`src/rtl/i2c_mpu_responder_pkg.sv`:
```
// Shared types and constants for the MPU-style I2C register responder.
package i2c_mpu_responder_pkg;

  localparam int unsigned BYTE_W       = 8;
  localparam int unsigned SENSOR_BYTES = 14;
  localparam int unsigned SENSOR_W     = SENSOR_BYTES * BYTE_W;
  localparam int unsigned BIT_CNT_W    = 4;

  // Bit counter values: last data bit sampled, and full byte received/sent
  localparam logic [BIT_CNT_W-1:0] LAST_BIT  = BIT_CNT_W'(7);
  localparam logic [BIT_CNT_W-1:0] BYTE_DONE = BIT_CNT_W'(8);

  // Register map
  localparam logic [BYTE_W-1:0] ADDR_SMPLRT_DIV   = 8'h19;
  localparam logic [BYTE_W-1:0] ADDR_CONFIG       = 8'h1A;
  localparam logic [BYTE_W-1:0] ADDR_GYRO_CONFIG  = 8'h1B;
  localparam logic [BYTE_W-1:0] ADDR_ACCEL_CONFIG = 8'h1C;
  localparam logic [BYTE_W-1:0] ADDR_ACCEL_XOUT_H = 8'h3B;
  localparam logic [BYTE_W-1:0] ADDR_GYRO_ZOUT_L  = 8'h48;
  localparam logic [BYTE_W-1:0] ADDR_PWR_MGMT_1   = 8'h6B;
  localparam logic [BYTE_W-1:0] ADDR_WHO_AM_I     = 8'h75;

  localparam logic [BYTE_W-1:0] PWR_MGMT_1_RST = 8'h40;

  typedef enum logic [3:0] {
    IDLE,
    ADDR,
    ADDR_ACK,
    PTR,
    PTR_ACK,
    WDATA,
    WDATA_ACK,
    RDATA,
    RDATA_ACK
  } state_e;

endpackage

```
`src/rtl/i2c_bus_sync.sv`:
```
// Two-flop synchronisers for SCL/SDA plus edge, START and STOP detection.
module i2c_bus_sync (
  input  logic clk,
  input  logic rst_n,
  input  logic scl_i,
  input  logic sda_i,
  output logic sda_sync,
  output logic scl_rise_c,
  output logic scl_fall_c,
  output logic start_c,
  output logic stop_c
);

  logic scl_meta_q, scl_meta_d, scl_sync_q, scl_sync_d, scl_prev_q, scl_prev_d;
  logic sda_meta_q, sda_meta_d, sda_sync_q, sda_sync_d, sda_prev_q, sda_prev_d;

  // Next values of the synchroniser chains and the edge-history flops
  always_comb begin
    scl_meta_d = scl_i;
    scl_sync_d = scl_meta_q;
    scl_prev_d = scl_sync_q;
    sda_meta_d = sda_i;
    sda_sync_d = sda_meta_q;
    sda_prev_d = sda_sync_q;
  end

  // Reset to the idle-bus level so no spurious edge appears after reset
  always_ff @(posedge clk or negedge rst_n) begin
    if (!rst_n) begin
      scl_meta_q <= 1'b1;
      scl_sync_q <= 1'b1;
      scl_prev_q <= 1'b1;
      sda_meta_q <= 1'b1;
      sda_sync_q <= 1'b1;
      sda_prev_q <= 1'b1;
    end else begin
      scl_meta_q <= scl_meta_d;
      scl_sync_q <= scl_sync_d;
      scl_prev_q <= scl_prev_d;
      sda_meta_q <= sda_meta_d;
      sda_sync_q <= sda_sync_d;
      sda_prev_q <= sda_prev_d;
    end
  end

  assign sda_sync   = sda_sync_q;
  assign scl_rise_c = scl_sync_q & ~scl_prev_q;
  assign scl_fall_c = ~scl_sync_q & scl_prev_q;
  assign start_c    = scl_sync_q & scl_prev_q & sda_prev_q & ~sda_sync_q;
  assign stop_c     = scl_sync_q & scl_prev_q & ~sda_prev_q & sda_sync_q;

endmodule

```
`src/rtl/i2c_mpu_responder.sv`:
```
// I2C slave exposing an MPU-6050 style register map.
// Optional MPU_RESP_SNAPSHOT_EN: freezes the 14 sensor bytes at the read
// address ACK so a burst read is tear-free.
module i2c_mpu_responder
  import i2c_mpu_responder_pkg::*;
#(
  parameter logic [6:0] DEV_ADDR     = 7'h68,
  parameter logic [7:0] WHO_AM_I_VAL = 8'h68
) (
  input  logic               clk,
  input  logic               rst_n,
  input  logic               scl_i,
  input  logic               sda_i,
  output logic               sda_oe,
  input  logic signed [15:0] accel_x,
  input  logic signed [15:0] accel_y,
  input  logic signed [15:0] accel_z,
  input  logic signed [15:0] temp,
  input  logic signed [15:0] gyro_x,
  input  logic signed [15:0] gyro_y,
  input  logic signed [15:0] gyro_z,
  input  logic               sample_valid,
  output logic               wr_valid,
  output logic [7:0]         wr_addr,
  output logic [7:0]         wr_data,
  output logic               busy
);

  logic sda_sync, scl_rise_c, scl_fall_c, start_c, stop_c;

  i2c_bus_sync u_sync (
    .clk       (clk),
    .rst_n     (rst_n),
    .scl_i     (scl_i),
    .sda_i     (sda_i),
    .sda_sync  (sda_sync),
    .scl_rise_c(scl_rise_c),
    .scl_fall_c(scl_fall_c),
    .start_c   (start_c),
    .stop_c    (stop_c)
  );

  state_e                  state_q, state_d;
  logic [BIT_CNT_W-1:0]    cnt_q, cnt_d;
  logic [BYTE_W-1:0]       shift_q, shift_d;
  logic [BYTE_W-1:0]       tx_q, tx_d;
  logic [BYTE_W-1:0]       ptr_q, ptr_d;
  logic                    rw_q, rw_d;
  logic                    sda_oe_q, sda_oe_d;
  logic                    wr_valid_q, wr_valid_d;
  logic [BYTE_W-1:0]       wr_addr_q, wr_addr_d;
  logic [BYTE_W-1:0]       wr_data_q, wr_data_d;
  logic                    busy_q, busy_d;
  logic [BYTE_W-1:0]       smplrt_q, smplrt_d;
  logic [BYTE_W-1:0]       config_q, config_d;
  logic [BYTE_W-1:0]       gyro_cfg_q, gyro_cfg_d;
  logic [BYTE_W-1:0]       accel_cfg_q, accel_cfg_d;
  logic [BYTE_W-1:0]       pwr_mgmt_q, pwr_mgmt_d;
  logic [SENSOR_W-1:0]     shadow_q, shadow_d;
`ifdef MPU_RESP_SNAPSHOT_EN
  logic [SENSOR_W-1:0]     snap_q, snap_d;
`endif

  logic [SENSOR_W-1:0]     rd_bank_c;
  logic [BYTE_W-1:0]       byte_in_c;
  logic [BYTE_W-1:0]       rd_ptr_c;
  logic [BYTE_W-1:0]       rd_nxt_c;

  // Register read decode; sensor bytes are packed AXH first in the bank
  function automatic logic [BYTE_W-1:0] reg_read(
    input logic [BYTE_W-1:0]   a,
    input logic [SENSOR_W-1:0] bank,
    input logic [BYTE_W-1:0]   r19,
    input logic [BYTE_W-1:0]   r1a,
    input logic [BYTE_W-1:0]   r1b,
    input logic [BYTE_W-1:0]   r1c,
    input logic [BYTE_W-1:0]   r6b
  );
    logic [3:0]          idx;
    logic [SENSOR_W-1:0] sh;
    idx      = 4'(a - ADDR_ACCEL_XOUT_H);
    sh       = bank << {idx, 3'b000};
    reg_read = 8'h00;
    if (a >= ADDR_ACCEL_XOUT_H && a <= ADDR_GYRO_ZOUT_L) begin
      reg_read = sh[SENSOR_W-1 -: BYTE_W];
    end else begin
      case (a)
        ADDR_SMPLRT_DIV:   reg_read = r19;
        ADDR_CONFIG:       reg_read = r1a;
        ADDR_GYRO_CONFIG:  reg_read = r1b;
        ADDR_ACCEL_CONFIG: reg_read = r1c;
        ADDR_PWR_MGMT_1:   reg_read = r6b;
        ADDR_WHO_AM_I:     reg_read = WHO_AM_I_VAL;
        default:           reg_read = 8'h00;
      endcase
    end
  endfunction

`ifdef MPU_RESP_SNAPSHOT_EN
  assign rd_bank_c = snap_q;
`else
  assign rd_bank_c = shadow_q;
`endif

  assign byte_in_c = {shift_q[BYTE_W-2:0], sda_sync};
  assign rd_ptr_c  = reg_read(ptr_q, rd_bank_c, smplrt_q, config_q, gyro_cfg_q,
                              accel_cfg_q, pwr_mgmt_q);
  assign rd_nxt_c  = reg_read(ptr_q + 8'd1, rd_bank_c, smplrt_q, config_q,
                              gyro_cfg_q, accel_cfg_q, pwr_mgmt_q);

  // Protocol FSM: bits in on SCL rise, SDA drive changes only on SCL fall
  always_comb begin
    state_d     = state_q;
    cnt_d       = cnt_q;
    shift_d     = shift_q;
    tx_d        = tx_q;
    ptr_d       = ptr_q;
    rw_d        = rw_q;
    sda_oe_d    = sda_oe_q;
    wr_valid_d  = 1'b0;
    wr_addr_d   = wr_addr_q;
    wr_data_d   = wr_data_q;
    smplrt_d    = smplrt_q;
    config_d    = config_q;
    gyro_cfg_d  = gyro_cfg_q;
    accel_cfg_d = accel_cfg_q;
    pwr_mgmt_d  = pwr_mgmt_q;
    shadow_d    = sample_valid ? {accel_x, accel_y, accel_z, temp, gyro_x, gyro_y, gyro_z}
                               : shadow_q;
`ifdef MPU_RESP_SNAPSHOT_EN
    snap_d      = snap_q;
`endif

    if (start_c) begin
      state_d  = ADDR;
      cnt_d    = '0;
      sda_oe_d = 1'b0;
    end else if (stop_c) begin
      state_d  = IDLE;
      cnt_d    = '0;
      sda_oe_d = 1'b0;
    end else begin
      case (state_q)
        IDLE: ;

        ADDR: begin
          if (scl_rise_c) begin
            shift_d = byte_in_c;
            cnt_d   = cnt_q + 1'b1;
          end else if (scl_fall_c && cnt_q == BYTE_DONE) begin
            cnt_d = '0;
            if (shift_q[BYTE_W-1:1] == DEV_ADDR) begin
              state_d  = ADDR_ACK;
              sda_oe_d = 1'b1;
              rw_d     = shift_q[0];
`ifdef MPU_RESP_SNAPSHOT_EN
              if (shift_q[0]) snap_d = shadow_q;
`endif
            end else begin
              state_d = IDLE;
            end
          end
        end

        ADDR_ACK: begin
          if (scl_fall_c) begin
            if (rw_q) begin
              state_d  = RDATA;
              tx_d     = rd_ptr_c;
              sda_oe_d = ~rd_ptr_c[BYTE_W-1];
            end else begin
              state_d  = PTR;
              sda_oe_d = 1'b0;
            end
          end
        end

        PTR: begin
          if (scl_rise_c) begin
            shift_d = byte_in_c;
            cnt_d   = cnt_q + 1'b1;
            if (cnt_q == LAST_BIT) ptr_d = byte_in_c;
          end else if (scl_fall_c && cnt_q == BYTE_DONE) begin
            cnt_d    = '0;
            state_d  = PTR_ACK;
            sda_oe_d = 1'b1;
          end
        end

        PTR_ACK, WDATA_ACK: begin
          if (scl_fall_c) begin
            state_d  = WDATA;
            sda_oe_d = 1'b0;
          end
        end

        WDATA: begin
          if (scl_rise_c) begin
            shift_d = byte_in_c;
            cnt_d   = cnt_q + 1'b1;
            if (cnt_q == LAST_BIT) begin
              wr_valid_d = 1'b1;
              wr_addr_d  = ptr_q;
              wr_data_d  = byte_in_c;
              ptr_d      = ptr_q + 8'd1;
              case (ptr_q)
                ADDR_SMPLRT_DIV:   smplrt_d    = byte_in_c;
                ADDR_CONFIG:       config_d    = byte_in_c;
                ADDR_GYRO_CONFIG:  gyro_cfg_d  = byte_in_c;
                ADDR_ACCEL_CONFIG: accel_cfg_d = byte_in_c;
                ADDR_PWR_MGMT_1:   pwr_mgmt_d  = byte_in_c;
                default: ;
              endcase
            end
          end else if (scl_fall_c && cnt_q == BYTE_DONE) begin
            cnt_d    = '0;
            state_d  = WDATA_ACK;
            sda_oe_d = 1'b1;
          end
        end

        RDATA: begin
          if (scl_rise_c) begin
            cnt_d = cnt_q + 1'b1;
          end else if (scl_fall_c) begin
            if (cnt_q == BYTE_DONE) begin
              cnt_d    = '0;
              state_d  = RDATA_ACK;
              sda_oe_d = 1'b0;
            end else begin
              tx_d     = {tx_q[BYTE_W-2:0], 1'b0};
              sda_oe_d = ~tx_q[BYTE_W-2];
            end
          end
        end

        RDATA_ACK: begin
          if (scl_rise_c) begin
            shift_d = byte_in_c;
          end else if (scl_fall_c) begin
            if (!shift_q[0]) begin
              state_d  = RDATA;
              ptr_d    = ptr_q + 8'd1;
              tx_d     = rd_nxt_c;
              sda_oe_d = ~rd_nxt_c[BYTE_W-1];
            end else begin
              state_d  = IDLE;
            end
          end
        end

        default: begin
          state_d  = IDLE;
          sda_oe_d = 1'b0;
        end
      endcase
    end

    busy_d = (state_d != IDLE);
  end

  // State and datapath registers; reset releases SDA asynchronously
  always_ff @(posedge clk or negedge rst_n) begin
    if (!rst_n) begin
      state_q     <= IDLE;
      cnt_q       <= '0;
      shift_q     <= '0;
      tx_q        <= '0;
      ptr_q       <= '0;
      rw_q        <= 1'b0;
      sda_oe_q    <= 1'b0;
      wr_valid_q  <= 1'b0;
      wr_addr_q   <= '0;
      wr_data_q   <= '0;
      busy_q      <= 1'b0;
      smplrt_q    <= '0;
      config_q    <= '0;
      gyro_cfg_q  <= '0;
      accel_cfg_q <= '0;
      pwr_mgmt_q  <= PWR_MGMT_1_RST;
      shadow_q    <= '0;
`ifdef MPU_RESP_SNAPSHOT_EN
      snap_q      <= '0;
`endif
    end else begin
      state_q     <= state_d;
      cnt_q       <= cnt_d;
      shift_q     <= shift_d;
      tx_q        <= tx_d;
      ptr_q       <= ptr_d;
      rw_q        <= rw_d;
      sda_oe_q    <= sda_oe_d;
      wr_valid_q  <= wr_valid_d;
      wr_addr_q   <= wr_addr_d;
      wr_data_q   <= wr_data_d;
      busy_q      <= busy_d;
      smplrt_q    <= smplrt_d;
      config_q    <= config_d;
      gyro_cfg_q  <= gyro_cfg_d;
      accel_cfg_q <= accel_cfg_d;
      pwr_mgmt_q  <= pwr_mgmt_d;
      shadow_q    <= shadow_d;
`ifdef MPU_RESP_SNAPSHOT_EN
      snap_q      <= snap_d;
`endif
    end
  end

  assign sda_oe   = sda_oe_q;
  assign wr_valid = wr_valid_q;
  assign wr_addr  = wr_addr_q;
  assign wr_data  = wr_data_q;
  assign busy     = busy_q;

endmodule

```
`config.mk`:
```
export PLATFORM = sky130hd
export DESIGN_NAME = i2c_mpu_responder
export DESIGN_NICKNAME = d
export VERILOG_FILES = /design/src/rtl/i2c_mpu_responder_pkg.sv /design/src/rtl/i2c_bus_sync.sv /design/src/rtl/i2c_mpu_responder.sv
export SDC_FILE = /design/constraint.sdc
export NUM_CORES = 1
export LEC_CHECK = 0
export BUFFER_PORTS_ARGS = -buffer_cell sky130_fd_sc_hd__buf_4
export CAP_MARGIN = 20
export CORE_ASPECT_RATIO = 1.25
export CORE_MARGIN = 5
export CORE_UTILIZATION = 50
export CTS_CLUSTER_SIZE = 40
export DETAILED_ROUTE_END_ITERATION = 12
export PLACE_DENSITY = 0.81
export SLEW_MARGIN = 5
export SYNTH_ARGS = -nofsm -noshare
export SYNTH_HDL_FRONTEND = slang
export SYNTH_SLANG_ARGS = --single-unit
export TNS_END_PERCENT = 50
```
`constraint.sdc`:
```
create_clock -name clk -period 4.54 [get_ports clk]
set_input_delay 0.908 -clock clk [delete_from_list [all_inputs] [get_ports clk]]
set_output_delay 0.908 -clock clk [all_outputs]
set_load 0.01 [all_outputs]
```
==> results of run 1 <==
==> cells by family (layout without fill, tap and decap cells) <==
logic type | after synthesis | in the layout | synth area share [%]
buf+inv | 98 | 206 | 3.62
flops | 209 | 209 | 44.3
xor+xnor | 11 | 11 | 1.12
mux | 254 | 254 | 27.5
simple gates | 239 | 239 | 10.5
fa+ha+maj | 10 | 10 | 1.06
compound gates | 191 | 191 | 11.8
==> final timing paths <==
check	startpoint	endpoint	slack (ns)	depth (start not counted)
setup reg to reg	ptr_q[0]$_DFFE_PN0P_	tx_q[6]$_DFFE_PN0P_	0.86	9
max in group asynchronous	rst_n	smplrt_q[5]$_DFFE_PN0P_	3.21	2
min in group asynchronous	rst_n	rd_bank_c[70]$_DFFE_PN0P_	0.44	1
hold / removal	u_sync.sda_meta_q$_DFF_PN1_	u_sync.sda_sync$_DFF_PN1_	0.36	0
setup / recovery	ptr_q[0]$_DFFE_PN0P_	tx_q[6]$_DFFE_PN0P_	0.86	9
hold reg to reg	u_sync.sda_meta_q$_DFF_PN1_	u_sync.sda_sync$_DFF_PN1_	0.36	0
==> area by class of cell <==
| cell class | count | area share (%) |
|---|---|---|
| multi-input cells | 705 | 44.9 |
| repair buffers | 153 | 8.59 |
| flip-flops and latches | 209 | 38.2 |
| well taps | 292 | 2.66 |
| clock inverters | 7 | 0.857 |
| inverters | 17 | 0.465 |
| clock buffers | 29 | 4.34 |
==> registers in the layout, indices dropped and copies added, names as in the netlist, 4 cells and up <==
name and flops:
rd_bank_c 112, accel_cfg_q 8, config_q 8, gyro_cfg_q 8
ptr_q 8, pwr_mgmt_q 8, shift_q 8, smplrt_q 8
wr_addr 8, wr_data 8, tx_q 7, cnt_q 4
state_q 4
==> power breakdown <==
part	leakage (nW)	internal, mW	total (mW)	switching [mW]
clock network	0.351	1.09	1.82	0.729
logic	2.94	0.248	0.421	0.173
registers	2.63	1.98	2.13	0.146
==> synthesized netlist by cell type, drive strengths merged, types with 13 or more instances <==
cell / number
dfrtp: 202
mux2: 181
nand2: 73
nor2: 46
clkbuf: 45
a21oi: 42
mux4: 39
buf: 36
mux2i: 34
o21ai: 31
nand3: 27
nor3: 21
inv: 17
a222oi: 13
nand2b: 13
==> critical path, delay by kind of cell (launching register included) <==
kind                       cells  cell delay (ns)
buffers and inverters          2             0.39
AOI/OAI and AO/OA              2             0.43
and+or+nand+nor                2             0.23
DFF                            1             0.63
adders and majority gates      1             0.65
xor gates and xnor gates       1             0.74
muxes                          1             0.53
==> cell usage in the layout (no fill, tap or decap), types with 11 or more instances in the layout <==
master     instances
dfrtp_1          201
a21oi_1           41
a22oi_1           11
nand2b_1          13
nor3_1            20
nor2_1            44
mux2i_1           34
nand3_1           27
o21ai_0           28
mux2_2           181
nand2_1           73
buf_4            150
clkbuf_16         21
a222oi_1          13
mux4_2            39
inv_1             16
==> metal layers <==
metal / up-vias / wire [um] / part of all wire, % / global-route usage, %
met5: - / 0 / 0 / 0
met4: 0 / 1620 / 5.0 / 11.2
met3: 109 / 1790 / 5.5 / 2.75
met2: 400 / 16600 / 51 / 41.6
met1: 4562 / 12500 / 39 / 28.9
li1: 4038 / - / - / -
==> reports/metrics.csv, run 1 <==
stage,metric,value,unit
global_route,antenna_found_initial,0,
logic_synthesis,syn_nets,1139,
sta,rsz0062_at_grt,false,
detailed_routing,ant_nets,0,
detailed_routing,vias,9109,
run_status,outcome,"finished, final reports clean",
clocking,clock_path_buffers,3,
logic_synthesis,synth_top_area_share,42.7,%
global_route,grt_pass1_vias,9130,
logic_synthesis,syn_area,11800,um^2
sta,hold_viol_final,0,
critical_path,max_stage_delay,0.74,ns
pwr,peakVddDrop,0.000296,V
sta,finalSetupViolCount,0,
critical_path,crit_chain,inv_2 -> ha_1 -> xnor3_1 -> buf_4 -> mux4_2 -> nor3_1 -> nor4_1 -> a211oi_1 -> o22a_1,
floorplanning,die_h,182,um
clocking,hold_buffers,0,
finish,fin_util,58.4,%
clocking,cts_resized,0,
finish,multi_input_area,6160,um^2
sta,finalCriticalPeriod,3.68,ns
critical_path,cp_max_fo,26,
floorplanning,row_count,63,
detailed_routing,vias_per_cell,6.45,
critical_path,cp.required,4.98,ns
finish,drive_above_1_share,38.8,%
pwr,p_leak,5.93,nW
clocking,cts.reportedPaths.clkPinSlew,0.07,ns
clocking,post_cts_buffers,0,
floorplanning,core,23500,um^2
global_route,groute.usage.overall,23.6,%
logic_synthesis,synth.distinct_cells,84,
logic_synthesis,yosysWarnings,0,
clocking,cts_tree,done,
worst_hold_path,hp-class,register to register,
logic_synthesis,synth_seq_cells,209,
logic_synthesis,synth-edff-count,0,
critical_path,start_kind,register,
finish,postLayoutCellArea,13700,um^2
sta,worst_slack,0.859,ns
logic_synthesis,synth.avg_cell_area,11.7,um^2
place,post-place-cells,1375,
clocking,worstSkewPairLatency,0.51,ns
sta,worst_clock_skew,0.0146,ns
sta,period_share,81.1,%
pwr,p_per_area,318,nW/um^2
finish,final_cells,1412,
sta,maxSlewHeadroom,37.5,%
floorplanning,initial_core_util,50.4,%
floorplanning,fp.dieArea,26900,um^2
detailed_routing,drt_wl_total,32600,um
finish,syn_to_final_growth,16.1,%
logic_synthesis,yosys-top-cells-area,"dfrtp_1 (43%), mux2_2 (17%), mux4_2 (7.4%)",
global_route,grt_pass1_wl,50900,um
sta,maxSlewViolCount,0,
floorplanning,io_pins,136,
detailed_routing,first_pass_iters,6,
finish,regArea,5240,um^2
sta,whs,0.358,ns
global_route,overflow,0,
logic_synthesis,ys.flop_type,dfrtp_1,
detailed_routing,dr.first_iter.drc_count,1094,
clocking,cts_max_level,1,
logic_synthesis,yosysSeqAreaShare,44.3,%
detailed_routing,drcViolationCount,0,
clocking,cts.sinks,209,
logic_synthesis,synth_cells,1012,
finish,n_fill_cell,1908,
sta,finalSetupTns,0,ns
floorplanning,die_x,148,um
place,dp_hpwl,23700,um
pwr,power.total,4.37,mW
clocking,root_buffer,clkbuf_16,
place,post-place-ws,0.940,ns
sta,max_freq,272,MHz
critical_path,endpoint_kind,register,
global_route,grt_max_degree,81,
logic_synthesis,synth_top_area_cell,dfrtp_1,
place,port-buffer-count,135,
detailed_routing,avgRoutedWirePerCell,23.1,um
finish,antenna_cells,0,
critical_path,cp_slowest_cell,xnor3_1,
sta,worst_pin_slew,0.933,ns
run,drv_cap,0,
critical_path,critical_path_class,register to register,
critical_path,worst-endpoint-arrival,4.12,ns
place,gp_congestion,0.960,
place,placed_cell_area,13000,um^2
clocking,cts_buffers,21,
logic_synthesis,async_reset_ff_share,100,%
finish,fin_nets,1234,
No activity file was read; power rests on OpenSTA's default activity.
==> inputs of run 2 (changes only) <==
- clock period: 4.54 -> 3.8 ns (I/O delays scaled with it)
==> run 2 against run 1 <==
Core utilization rose by 0.59 points. Critical endpoint is now tx_q[2]$_DFFE_PN0P_. Critical path type unchanged. Die area did not move. Register-to-register slack worse by 0.39 ns. Final cell count grew 1.1%. Flip-flop and latch count is the same.
==> reports/metrics.csv, run 2 (synthesis gave the netlist of run 1 again) <==
stage,metric,value,unit,change
sta,period_share,87.6,%,+6.5 points
detailed_routing,first_pass_iters,5,,-1
finish,syn_to_final_growth,17.2,%,
place,gp_congestion,0.951,,-0.92%
floorplanning,core,23500,um^2,unchanged
critical_path,cp_max_fo,13,,-50%
detailed_routing,vias_per_cell,6.46,,+0.13%
finish,layout_commonest_cell,dfrtp_1,,
finish,largest_reg_flops,112,,unchanged
global_route,grt_pass1_vias,9348,,+2.4%
pwr,peakVddDrop,0.000314,V,+6.2%
clocking,post_cts_buffers,0,,unchanged
sta,rsz0062_at_grt,false,,
place,dp_hpwl,24500,um,+3.2%
sta,max_freq,300,MHz,+11%
critical_path,rr_startpoint,ptr_q[1]$_DFFE_PN0P_,,
pwr,p_leak,6.01,nW,+1.4%
clocking,cts.reportedPaths.clkPinSlew,0.07,ns,about the same
critical_path,critPathLaunch,ptr_q[1]$_DFFE_PN0P_,,
finish,antenna_cells,0,,unchanged
detailed_routing,dr.first_iter.drc_count,956,,-13%
sta,maxSlewHeadroom,41.4,%,+3.9 points
critical_path,cp_slowest_cell,o32ai_2,,
global_route,overflow,0,,unchanged
critical_path,max_stage_delay,0.74,ns,about the same
detailed_routing,avgRoutedWirePerCell,23.4,um,+1.4%
critical_path,cp.required,4.21,ns,-0.77 ns
place,port-buffer-count,135,,unchanged
clocking,worstSkewPairLatency,0.52,ns,about the same
sta,worst_pin_slew,0.878,ns,-0.0542 ns
clocking,root_buffer,clkbuf_16,,
finish,drive_above_1_share,39.7,%,+0.99 points
sta,finalSetupViolCount,0,,unchanged
clocking,clock_path_buffers,3,,unchanged
clocking,cts_tree,done,,
critical_path,r2r_cells,8,,-1
worst_hold_path,hp-class,primary input to async pin,,
floorplanning,fp.dieArea,26900,um^2,unchanged
critical_path,endpoint_kind,register,,
global_route,groute.usage.overall,24.6,%,+1.0 points
critical_path,endpoint,tx_q[2]$_DFFE_PN0P_,,
floorplanning,initial_core_util,50.4,%,unchanged
critical_path,worst-endpoint-arrival,3.74,ns,-0.38 ns
critical_path,crit_chain,ha_1 -> and3_1 -> a311oi_1 -> o32ai_2 -> nor4_4 -> a221oi_1 -> o32ai_1 -> a31o_1,,
detailed_routing,drcViolationCount,0,,unchanged
finish,layout_common_cells,"dfrtp_1 (201), mux2_2 (181), buf_4 (160)",,
floorplanning,die_x,148,um,unchanged
detailed_routing,vias,9218,,+1.2%
clocking,cts_resized,0,,unchanged
clocking,hold_buffers,0,,unchanged
global_route,grt_pass1_wl,53100,um,+4.3%
finish,fin_nets,1246,,+0.97%
run,drv_cap,0,,unchanged
floorplanning,die_h,182,um,unchanged
critical_path,ff2ff_setup_slack,0.47,ns,-0.39 ns
sta,whs,0.277,ns,-0.0803 ns
floorplanning,io_pins,136,,unchanged
floorplanning,row_count,63,,unchanged
critical_path,start_kind,register,,
critical_path,critical_path_class,register to register,,
sta,finalSetupTns,0,ns,unchanged
clocking,cts_max_level,1,,unchanged
sta,worst_clock_skew,0.0193,ns,+0.00477 ns
detailed_routing,drt_wl_total,33400,um,+2.5%
sta,finalCriticalPeriod,3.33,ns,-0.351 ns
pwr,p_per_area,381,nW/um^2,+20%
global_route,antenna_found_initial,0,,unchanged
global_route,grt_max_degree,85,,+4.9%
detailed_routing,ant_nets,0,,unchanged
clocking,cts_buffers,22,,+4.8%
critical_path,timing.rr.end,tx_q[2]$_DFFE_PN0P_,,
clocking,cts.sinks,209,,unchanged
finish,n_fill_cell,1956,,+2.5%
run_status,outcome,"finished, final reports clean",,
sta,hold_viol_final,0,,unchanged
sta,maxSlewViolCount,0,,unchanged
run 2: power by group:
group / leakage [nW] / total (mW) / internal, mW / switching, mW
clock: 0.371 / 2.25 / 1.32 / 0.925
sequential: 2.63 / 2.53 / 2.37 / 0.162
combinational: 3.01 / 0.510 / 0.297 / 0.213
total: 6.01 / 5.29 / 3.99 / 1.30
run 2: stage by stage:
step / std cells / utilization, % / worst slack [ns] / total power, mW / area [um^2]
after floorplan: 1012 / - / 0.430 / 2.79 / 11800
after global placement: 1387 / 55.8 / 0.585 / 3.05 / 13100
after detailed placement: 1387 / 55.8 / 0.509 / 3.07 / 13100
after CTS: 1427 / 59.0 / 0.499 / 5.32 / 13900
after global routing: 1427 / 59.0 / 0.274 / 5.46 / 13900
final: 1427 / 59.0 / 0.470 / 5.29 / 13900
run 2: worst max-delay path: cells and delay by family, from the launching register on:
family	cells	cell delay, ns
flip-flops	1	0.61
AND/OR/NAND/NOR	2	0.51
AO/OA/AOI/OAI	5	1.63
adder cells (fa/ha/maj)	1	0.47
run 2: cell type report:
class,instances,area (um^2),share of cell area [%]
Sequential cell,209,5240,37.8
Tap cell,292,365,2.63
Clock inverter,11,118,0.848
Timing Repair Buffer,164,1270,9.19
Inverter,17,63.8,0.460
Multi-Input combinational cell,705,6160,44.5
Clock buffer,29,638,4.60
run 2: worst min path at each step:
stage / start / to / slack [ns] / depth (start not counted)
after floorplan: u_sync.scl_meta_q$_DFF_PN1_ / u_sync.scl_prev_d$_DFF_PN1_ / 0.35 / 0
after global placement: u_sync.scl_meta_q$_DFF_PN1_ / u_sync.scl_prev_d$_DFF_PN1_ / 0.35 / 0
after detailed placement: u_sync.scl_meta_q$_DFF_PN1_ / u_sync.scl_prev_d$_DFF_PN1_ / 0.35 / 0
after CTS: rst_n / rd_bank_c[68]$_DFFE_PN0P_ / 0.30 / 1
after global routing: rst_n / rd_bank_c[82]$_DFFE_PN0P_ / 0.33 / 1
final: rst_n / rd_bank_c[82]$_DFFE_PN0P_ / 0.28 / 1
run 2: routing by layer:
metal | share of wire [%] | vias up | routed length, um | global-route usage, %
li1 | - | 4066 | - | -
met1 | 38 | 4661 | 12800 | 30.7
met2 | 51 | 396 | 17200 | 42.8
met3 | 5.6 | 95 | 1870 | 3.27
met4 | 4.5 | 0 | 1500 | 11.0
met5 | 0 | - | 0 | 0
